### config.mk
export PLATFORM = sky130hd
export DESIGN_NAME = pwm_period_meter
export DESIGN_NICKNAME = d
export VERILOG_FILES = /design/src/rtl/pwm_period_meter.sv
export SDC_FILE = /design/constraint.sdc
export NUM_CORES = 1
export LEC_CHECK = 0
export BUFFER_PORTS_ARGS = -buffer_cell sky130_fd_sc_hd__buf_2
export CAP_MARGIN = 20
export CORE_UTILIZATION = 45
export CTS_CLUSTER_DIAMETER = 60
export DETAILED_ROUTE_END_ITERATION = 10
export GPL_TIMING_DRIVEN = 0
export PLACE_DENSITY = 0.77
export SKIP_CTS_REPAIR_TIMING = 1
export SYNTH_ARGS = -nofsm -noshare
export SYNTH_HDL_FRONTEND = slang
export SYNTH_SLANG_ARGS = --single-unit
### constraint.sdc
create_clock -name pwd_clk -period 4.5 [get_ports pwd_clk]
set_input_delay 1.125 -clock pwd_clk [delete_from_list [all_inputs] [get_ports pwd_clk]]
set_output_delay 1.125 -clock pwd_clk [all_outputs]
set_load 0.01 [all_outputs]
### src/rtl/pwm_period_meter.sv
// Multi-channel PWM meter: per-channel high/low/period capture plus a 2^AVG_LOG2-period average.
// Define PWM_GLITCH_FILTER_EN to add a FILTER_LEN-cycle stability filter after the synchroniser.
module pwm_period_meter #(
  parameter int NUM_CH      = 2,
  parameter int CNT_W       = 32,
  parameter int AVG_LOG2    = 4,
  parameter int SYNC_STAGES = 2,
  parameter int FILTER_LEN  = 4
) (
  input  logic                      pwd_clk,
  input  logic                      sysreset,
  input  logic [NUM_CH-1:0]         sensor_input,
  output logic [NUM_CH*CNT_W-1:0]   high_count,
  output logic [NUM_CH*CNT_W-1:0]   low_count,
  output logic [NUM_CH*CNT_W-1:0]   period_count,
  output logic [NUM_CH*CNT_W-1:0]   average_out,
  output logic [NUM_CH-1:0]         period_valid,
  output logic [NUM_CH-1:0]         avg_valid,
  output logic [NUM_CH-1:0]         stuck_flag
);

  // state       | meaning
  // S_WAIT_RISE | after reset; falls ignored, any partial phase discarded
  // S_HIGH      | timing the high phase
  // S_LOW       | timing the low phase; next rise completes a period
  typedef enum logic [1:0] {
    S_WAIT_RISE = 2'd0,
    S_HIGH      = 2'd1,
    S_LOW       = 2'd2
  } state_t;

  localparam int ACC_W = CNT_W + AVG_LOG2;
  localparam int AVG_N = 1 << AVG_LOG2;
`ifdef PWM_GLITCH_FILTER_EN
  localparam int ARM_CYC = SYNC_STAGES + FILTER_LEN + 1;
`else
  localparam int ARM_CYC = SYNC_STAGES + 1;
`endif
  localparam int ARM_W = $clog2(ARM_CYC + 1);

  if (SYNC_STAGES < 2 || AVG_LOG2 < 1 || FILTER_LEN < 1) begin : g_bad_param
    $error("pwm_period_meter: SYNC_STAGES>=2, AVG_LOG2>=1, FILTER_LEN>=1 required");
  end

  // Edge detection stays off until the level path holds real pin data, so a pin
  // already high when reset releases is not mistaken for a rise.
  logic [ARM_W-1:0] r_arm_cnt;
  logic             w_armed;

  assign w_armed = (r_arm_cnt == ARM_W'(ARM_CYC));

  always_ff @(posedge pwd_clk) begin
    if (sysreset)      r_arm_cnt <= '0;
    else if (!w_armed) r_arm_cnt <= r_arm_cnt + 1'b1;
  end

  for (genvar i = 0; i < NUM_CH; i++) begin : g_ch
    logic [SYNC_STAGES-1:0] r_sync;
    logic                   w_lvl;
    logic                   r_lvl_d;
    logic                   w_rise;
    logic                   w_fall;
    logic [CNT_W-1:0]       r_run;
    logic                   r_stuck;
    state_t                 r_state;
    logic [CNT_W-1:0]       r_high;
    logic [CNT_W-1:0]       r_low;
    logic [CNT_W-1:0]       r_per;
    logic [CNT_W-1:0]       r_avg;
    logic                   r_pv;
    logic                   r_av;
    logic [ACC_W-1:0]       r_acc;
    logic [AVG_LOG2-1:0]    r_acnt;
    logic [CNT_W:0]         w_per_sum;
    logic [CNT_W-1:0]       w_per_sat;
    logic [ACC_W-1:0]       w_acc_sum;

    always_ff @(posedge pwd_clk) begin
      if (sysreset) r_sync <= '0;
      else          r_sync <= {r_sync[SYNC_STAGES-2:0], sensor_input[i]};
    end

`ifdef PWM_GLITCH_FILTER_EN
    localparam int FW = $clog2(FILTER_LEN + 1);
    logic          r_lvl;
    logic [FW-1:0] r_filt;

    always_ff @(posedge pwd_clk) begin
      if (sysreset) begin
        r_lvl  <= 1'b0;
        r_filt <= '0;
      end else if (r_sync[SYNC_STAGES-1] == r_lvl) begin
        r_filt <= '0;
      end else if (r_filt == FW'(FILTER_LEN - 1)) begin
        r_lvl  <= r_sync[SYNC_STAGES-1];
        r_filt <= '0;
      end else begin
        r_filt <= r_filt + 1'b1;
      end
    end

    assign w_lvl = r_lvl;
`else
    assign w_lvl = r_sync[SYNC_STAGES-1];
`endif

    assign w_rise = w_armed &  w_lvl & ~r_lvl_d;
    assign w_fall = w_armed & ~w_lvl &  r_lvl_d;

    always_ff @(posedge pwd_clk) begin
      if (sysreset) begin
        r_lvl_d <= 1'b0;
        r_run   <= '0;
        r_stuck <= 1'b0;
      end else begin
        r_lvl_d <= w_lvl;
        if (w_rise || w_fall) begin
          r_run   <= CNT_W'(1);
          r_stuck <= 1'b0;
        end else if (r_run != '1) begin
          r_run   <= r_run + 1'b1;
        end else begin
          r_stuck <= 1'b1;
        end
      end
    end

    // Period saturates rather than wraps when the high phase was already stuck.
    assign w_per_sum = {1'b0, r_high} + {1'b0, r_run};
    assign w_per_sat = w_per_sum[CNT_W] ? '1 : w_per_sum[CNT_W-1:0];
    assign w_acc_sum = r_acc + ACC_W'(w_per_sat);

    always_ff @(posedge pwd_clk) begin
      if (sysreset) begin
        r_state <= S_WAIT_RISE;
        r_high  <= '0;
        r_low   <= '0;
        r_per   <= '0;
        r_avg   <= '0;
        r_pv    <= 1'b0;
        r_av    <= 1'b0;
        r_acc   <= '0;
        r_acnt  <= '0;
      end else begin
        r_pv <= 1'b0;
        r_av <= 1'b0;
        case (r_state)
          S_WAIT_RISE: if (w_rise) r_state <= S_HIGH;
          S_HIGH: begin
            if (w_fall) begin
              r_high  <= r_run;
              r_state <= S_LOW;
            end
          end
          S_LOW: begin
            if (w_rise) begin
              r_low   <= r_run;
              r_per   <= w_per_sat;
              r_pv    <= 1'b1;
              r_state <= S_HIGH;
              if (r_acnt == AVG_LOG2'(AVG_N - 1)) begin
                r_avg  <= w_acc_sum[ACC_W-1:AVG_LOG2];
                r_av   <= 1'b1;
                r_acc  <= '0;
                r_acnt <= '0;
              end else begin
                r_acc  <= w_acc_sum;
                r_acnt <= r_acnt + 1'b1;
              end
            end
          end
          default: r_state <= S_WAIT_RISE;
        endcase
      end
    end

    assign high_count[i*CNT_W +: CNT_W]   = r_high;
    assign low_count[i*CNT_W +: CNT_W]    = r_low;
    assign period_count[i*CNT_W +: CNT_W] = r_per;
    assign average_out[i*CNT_W +: CNT_W]  = r_avg;
    assign period_valid[i]                = r_pv;
    assign avg_valid[i]                   = r_av;
    assign stuck_flag[i]                  = r_stuck;
  end

endmodule

==> flow_results.org <==
** Clocking
- Clock-pin slew was measured on the worst setup and hold paths at around 0.060 ns.
- At the later pin of the worst-skew pair, clock insertion delay measures 0.60 ns.
- Buffers from clock root to sink, at most :: 3
- H-tree level count :: 2
- Root Driver :: sky130_fd_sc_hd__clkbuf_16
- TritonCTS built the clock tree.
- Number of clock buffers inserted by TritonCTS :: 45
- For this design, the sink count on the clock tree is 418.

** Route
- In this run, the number of DRC markers left after iteration 0 of detailed routing was 1908.
- Wire length on met1 :: between 30000 and 40000 um
- Summed over all nets, wire length on met2 after detailed routing comes to ~32000 um.
- After detailed routing, the number of vias per cell comes to 5.767.
- After detailed routing, the average wire length per cell comes to just under 20 um.
- The final route contains approximately 22000 vias.
- Length of routed met3 wiring :: about 5800 um
- For this block, the routed nets add up to 73450 um of wire.
- Before antenna repair, the detailed router went through 5 iterations.
- Top layer in use :: met5
- In this run the remaining antenna-violating nets after routing total 0.
- In the routed design, unresolved DRC markers number 0.

** Min path
- Cell depth of the worst min-delay path :: 1
- The tightest min-delay check is of the reg2reg type.

** Global routing
- Largest net degree at the start of global routing :: 15
- In the global route stage, overall resource usage came out at 0.2666.
- After global routing the overflow that remains totals 0.
- First-pass GRT wire length :: ~110000 um
- The via count of the first global-routing pass was roughly 19000.
- The number of antenna violations at the first check in global routing came to 2.

** Synthesis
- Post-synth top area share :: 0.3795
- The commonest cells after synthesis are 538 x sky130_fd_sc_hd__nand2_1, 418 x sky130_fd_sc_hd__dfxtp_1, 353 x sky130_fd_sc_hd__a21oi_1, 273 x sky130_fd_sc_hd__nor2_1, 133 x sky130_fd_sc_hd__ha_1.
- Synthesis inferred 418 register bits.
- Yosys mapped the design onto 79 distinct sky130hd cell types.
- In the synthesized netlist the async set-or-reset flop fraction comes to 0.
- Number of synthesized flops with an enable pin :: 0
- For this run, the register share of the synthesized area comes to 0.3795.
- Number of standard cells after synthesis :: roughly 2800
- The mapped netlist covers between 20000 and 25000 um^2.
- In the post-synthesis netlist, the cell with the most instances is sky130_fd_sc_hd__nand2_1.
- Largest cells by area after synthesis :: sky130_fd_sc_hd__dfxtp_1 38%, sky130_fd_sc_hd__nand2_1 9.2%, sky130_fd_sc_hd__a21oi_1 8.0%, sky130_fd_sc_hd__ha_1 7.5%, sky130_fd_sc_hd__nor2_1 4.6%
- Counting every net in the synthesized netlist gives about 2900.
- YS warnings :: 0
- Biggest area consumer among synthesized cells :: sky130_fd_sc_hd__dfxtp_1
- Averaged over all synthesized cells, the footprint is between 7 and 8 um^2.
- Most used flip-flop cell after synthesis :: sky130_fd_sc_hd__dfxtp_1

** Timing
- Setup violations remaining at the end of the flow were counted as between 60 and 70.
- Max-slew violation total from the final report :: 0
- Of the available clock period, the critical path in the final layout requires 1.087.
- Min cycle time layout :: roughly 4.9 ns
- Fin Clk Skew :: 0.02155 ns
- Timing would allow up to about 200 MHz.
- Max_slew headroom :: 0.3132
- Worst slew pin tran :: just over 1 ns
- Setup repair after global routing missed its margin :: true
- Setup slack on the critical path of the routed design comes to -0.3910 ns.
- The hold violation total from the final report was 0.

** Setup path
- STA puts the critical path data arrival time at 5.32 ns.
- Of all nets on the critical path, the largest fanout is 11.
- Required time at the endpoint of the critical path :: 4.92 ns
- Measured in cells, the most critical reg-to-reg path has a length of 24.
- Critical path start-end classification :: reg2reg
- The worst setup path is launched from a register.
- The worst setup path is captured at a register.

** Pwr
- In this run the power density over the cells is around 280 nW/um^2.
- IR analysis of the VDD net gives a maximum drop of ~0.00023 V.
- Total leakage power :: around 12 nW

** Place
- Port buffering added 264 buffers.
- Routability-driven placement congestion ratio :: 0.9492
- Placed standard-cell area :: around 24000 um^2
- HPWL after DPL :: around 52000 um

** Floorplan
- The floorplan has 80 rows.
- Placeable core area :: ~48000 um^2
- Die outline area :: around 50000 um^2
- For this design the top-level I/O count stands at 266.
- Die Y-Extent :: between 200 and 250 um
- Starting density of the core :: 0.4589
- In this run the horizontal extent of the chip is 223.4 um.

** Finish
- Area Overhead vs Synth :: 28.08%
- In the final layout, the share of cells above drive strength 1 is 0.2326.
- The number of antenna diodes in the final layout is 0.
- In the final design database the tool counted roughly 3300 nets.
- In the final layout, the multi-input gates occupy approximately 15000 um^2.
- Final core occ :: 0.5878
- Fillcell total :: 4130
- Total non-filler cell area in the finished layout :: ~28000 um^2
- The sequential cells in the finished layout cover a total of 8442 um^2.

** Status
- Violations in the final reports :: setup timing
- The run finished, with violations left.

** Flow run
- Max-cap violations in this run came to 0.
## kinds of logic after synthesis
logic type,after synthesis,synth area share
and+or+nand+nor,1114,0.2230
AOI/OAI and AO/OA,756,0.2138
DFF,418,0.3795
buffers and inverters,191,0.03484
xor gates and xnor gates,171,0.06792
adders and majority gates,137,0.07910
muxes,4,0.001816
## placed cells by master, fill, tap and decap left out, types with 26 or more instances in the layout
cell | synthesis | final
sky130_fd_sc_hd__o21ai_0 | 79 | 58
sky130_fd_sc_hd__nand2b_1 | 34 | 26
sky130_fd_sc_hd__a22oi_1 | 34 | 33
sky130_fd_sc_hd__xor2_1 | 92 | 86
sky130_fd_sc_hd__nand2_1 | 538 | 503
sky130_fd_sc_hd__a21oi_2 | 0 | 32
sky130_fd_sc_hd__nor2_1 | 273 | 264
sky130_fd_sc_hd__buf_4 | 11 | 64
sky130_fd_sc_hd__ha_4 | 0 | 43
sky130_fd_sc_hd__dfxtp_2 | 0 | 26
sky130_fd_sc_hd__clkbuf_1 | 129 | 128
sky130_fd_sc_hd__ha_1 | 133 | 77
sky130_fd_sc_hd__buf_2 | 8 | 268
sky130_fd_sc_hd__nand4_1 | 27 | 27
sky130_fd_sc_hd__or3_1 | 26 | 26
sky130_fd_sc_hd__a22o_1 | 29 | 29
sky130_fd_sc_hd__dfxtp_1 | 418 | 381
sky130_fd_sc_hd__a21o_1 | 46 | 45
sky130_fd_sc_hd__nor2b_1 | 28 | 26
sky130_fd_sc_hd__a21oi_1 | 353 | 303
sky130_fd_sc_hd__xnor2_1 | 79 | 67
sky130_fd_sc_hd__nand3_1 | 59 | 56
sky130_fd_sc_hd__clkbuf_16 | 0 | 48
sky130_fd_sc_hd__nor3_1 | 43 | 43
sky130_fd_sc_hd__inv_1 | 40 | 38
## worst paths after layout
path | slack (ns) | from | end
min | 0.43 | g_ch[0].r_sync[0] | g_ch[0].r_sync[1]
min reg2reg | 0.43 | g_ch[0].r_sync[0] | g_ch[0].r_sync[1]
max reg2reg | -0.39 | g_ch[0].r_run[0] | g_ch[0].r_avg[31]
max | -0.39 | g_ch[0].r_run[0] | g_ch[0].r_avg[31]
## cell type report
type | instances | area share
plain buffers | 143 | 0.02317
repair buffers | 335 | 0.06858
multi-input cells | 2182 | 0.5229
flip-flops and latches | 418 | 0.2989
inverters | 40 | 0.005316
clock buffers | 64 | 0.04674
clock inverters | 16 | 0.007177
well taps | 615 | 0.02725
## flip-flops by register name, indices dropped and copies added (netlist names)
name,flops
g_ch.r_state,4
g_ch.r_acc,72
g_ch.r_low,64
g_ch.r_lvl_d,2
g_ch.r_acnt,8
g_ch.r_run,64
g_ch.r_av,2
g_ch.r_high,64
g_ch.r_sync,4
g_ch.r_pv,2
g_ch.r_stuck,2
r_arm_cnt,2
g_ch.r_avg,64
g_ch.r_per,64
## power breakdown
part / internal [mW] / switching, mW
clock network: 2.28 / 1.60
registers: 3.71 / 0.0204
logic: 0.0548 / 0.143
## routing by layer
layer / up-vias / GRT usage
met2: 915 / 0.4071
met4: 2 / 0.09589
met3: 182 / 0.05202
li1: 10530 / -
met1: 10370 / 0.3725
met5: - / 0
## per-stage QoR
step	power (mW)	setup slack [ns]	setup TNS (ns)	cells	hold WS (ns)
final	7.804	-0.3910	-11.90	3813	0.4346
after global routing	8.005	-0.5111	-23.20	3813	0.4492
after CTS	7.821	-0.9282	-51.76	3750	0.4378
after detailed placement	3.993	-0.8620	-47.92	3670	0.4231
after global placement	3.989	-0.8264	-44.88	3670	0.4222
after floorplan	3.924	0.002360	0	2791	0.4138
## critical path, stage by stage, from the launching register on
cell,delay [ns]
sky130_fd_sc_hd__dfxtp_4,0.40
sky130_fd_sc_hd__ha_4,0.15
sky130_fd_sc_hd__inv_2,0.04
sky130_fd_sc_hd__fa_2,0.37
sky130_fd_sc_hd__nand2b_4,0.17
sky130_fd_sc_hd__a21oi_4,0.19
sky130_fd_sc_hd__o21ai_4,0.10
sky130_fd_sc_hd__o311ai_4,0.34
sky130_fd_sc_hd__o21bai_4,0.11
sky130_fd_sc_hd__a31oi_4,0.24
sky130_fd_sc_hd__a211oi_4,0.08
sky130_fd_sc_hd__buf_4,0.16
sky130_fd_sc_hd__buf_8,0.14
sky130_fd_sc_hd__buf_8,0.13
sky130_fd_sc_hd__nand2_2,0.09
sky130_fd_sc_hd__ha_4,0.23
sky130_fd_sc_hd__a21oi_4,0.19
sky130_fd_sc_hd__o21ai_2,0.09
sky130_fd_sc_hd__a311oi_4,0.32
sky130_fd_sc_hd__nand2_1,0.14
sky130_fd_sc_hd__nor2_2,0.15
sky130_fd_sc_hd__o211ai_1,0.27
sky130_fd_sc_hd__or3_1,0.43
sky130_fd_sc_hd__nand4_1,0.09
sky130_fd_sc_hd__a21oi_1,0.07
(Power assumes the default switching activity.)
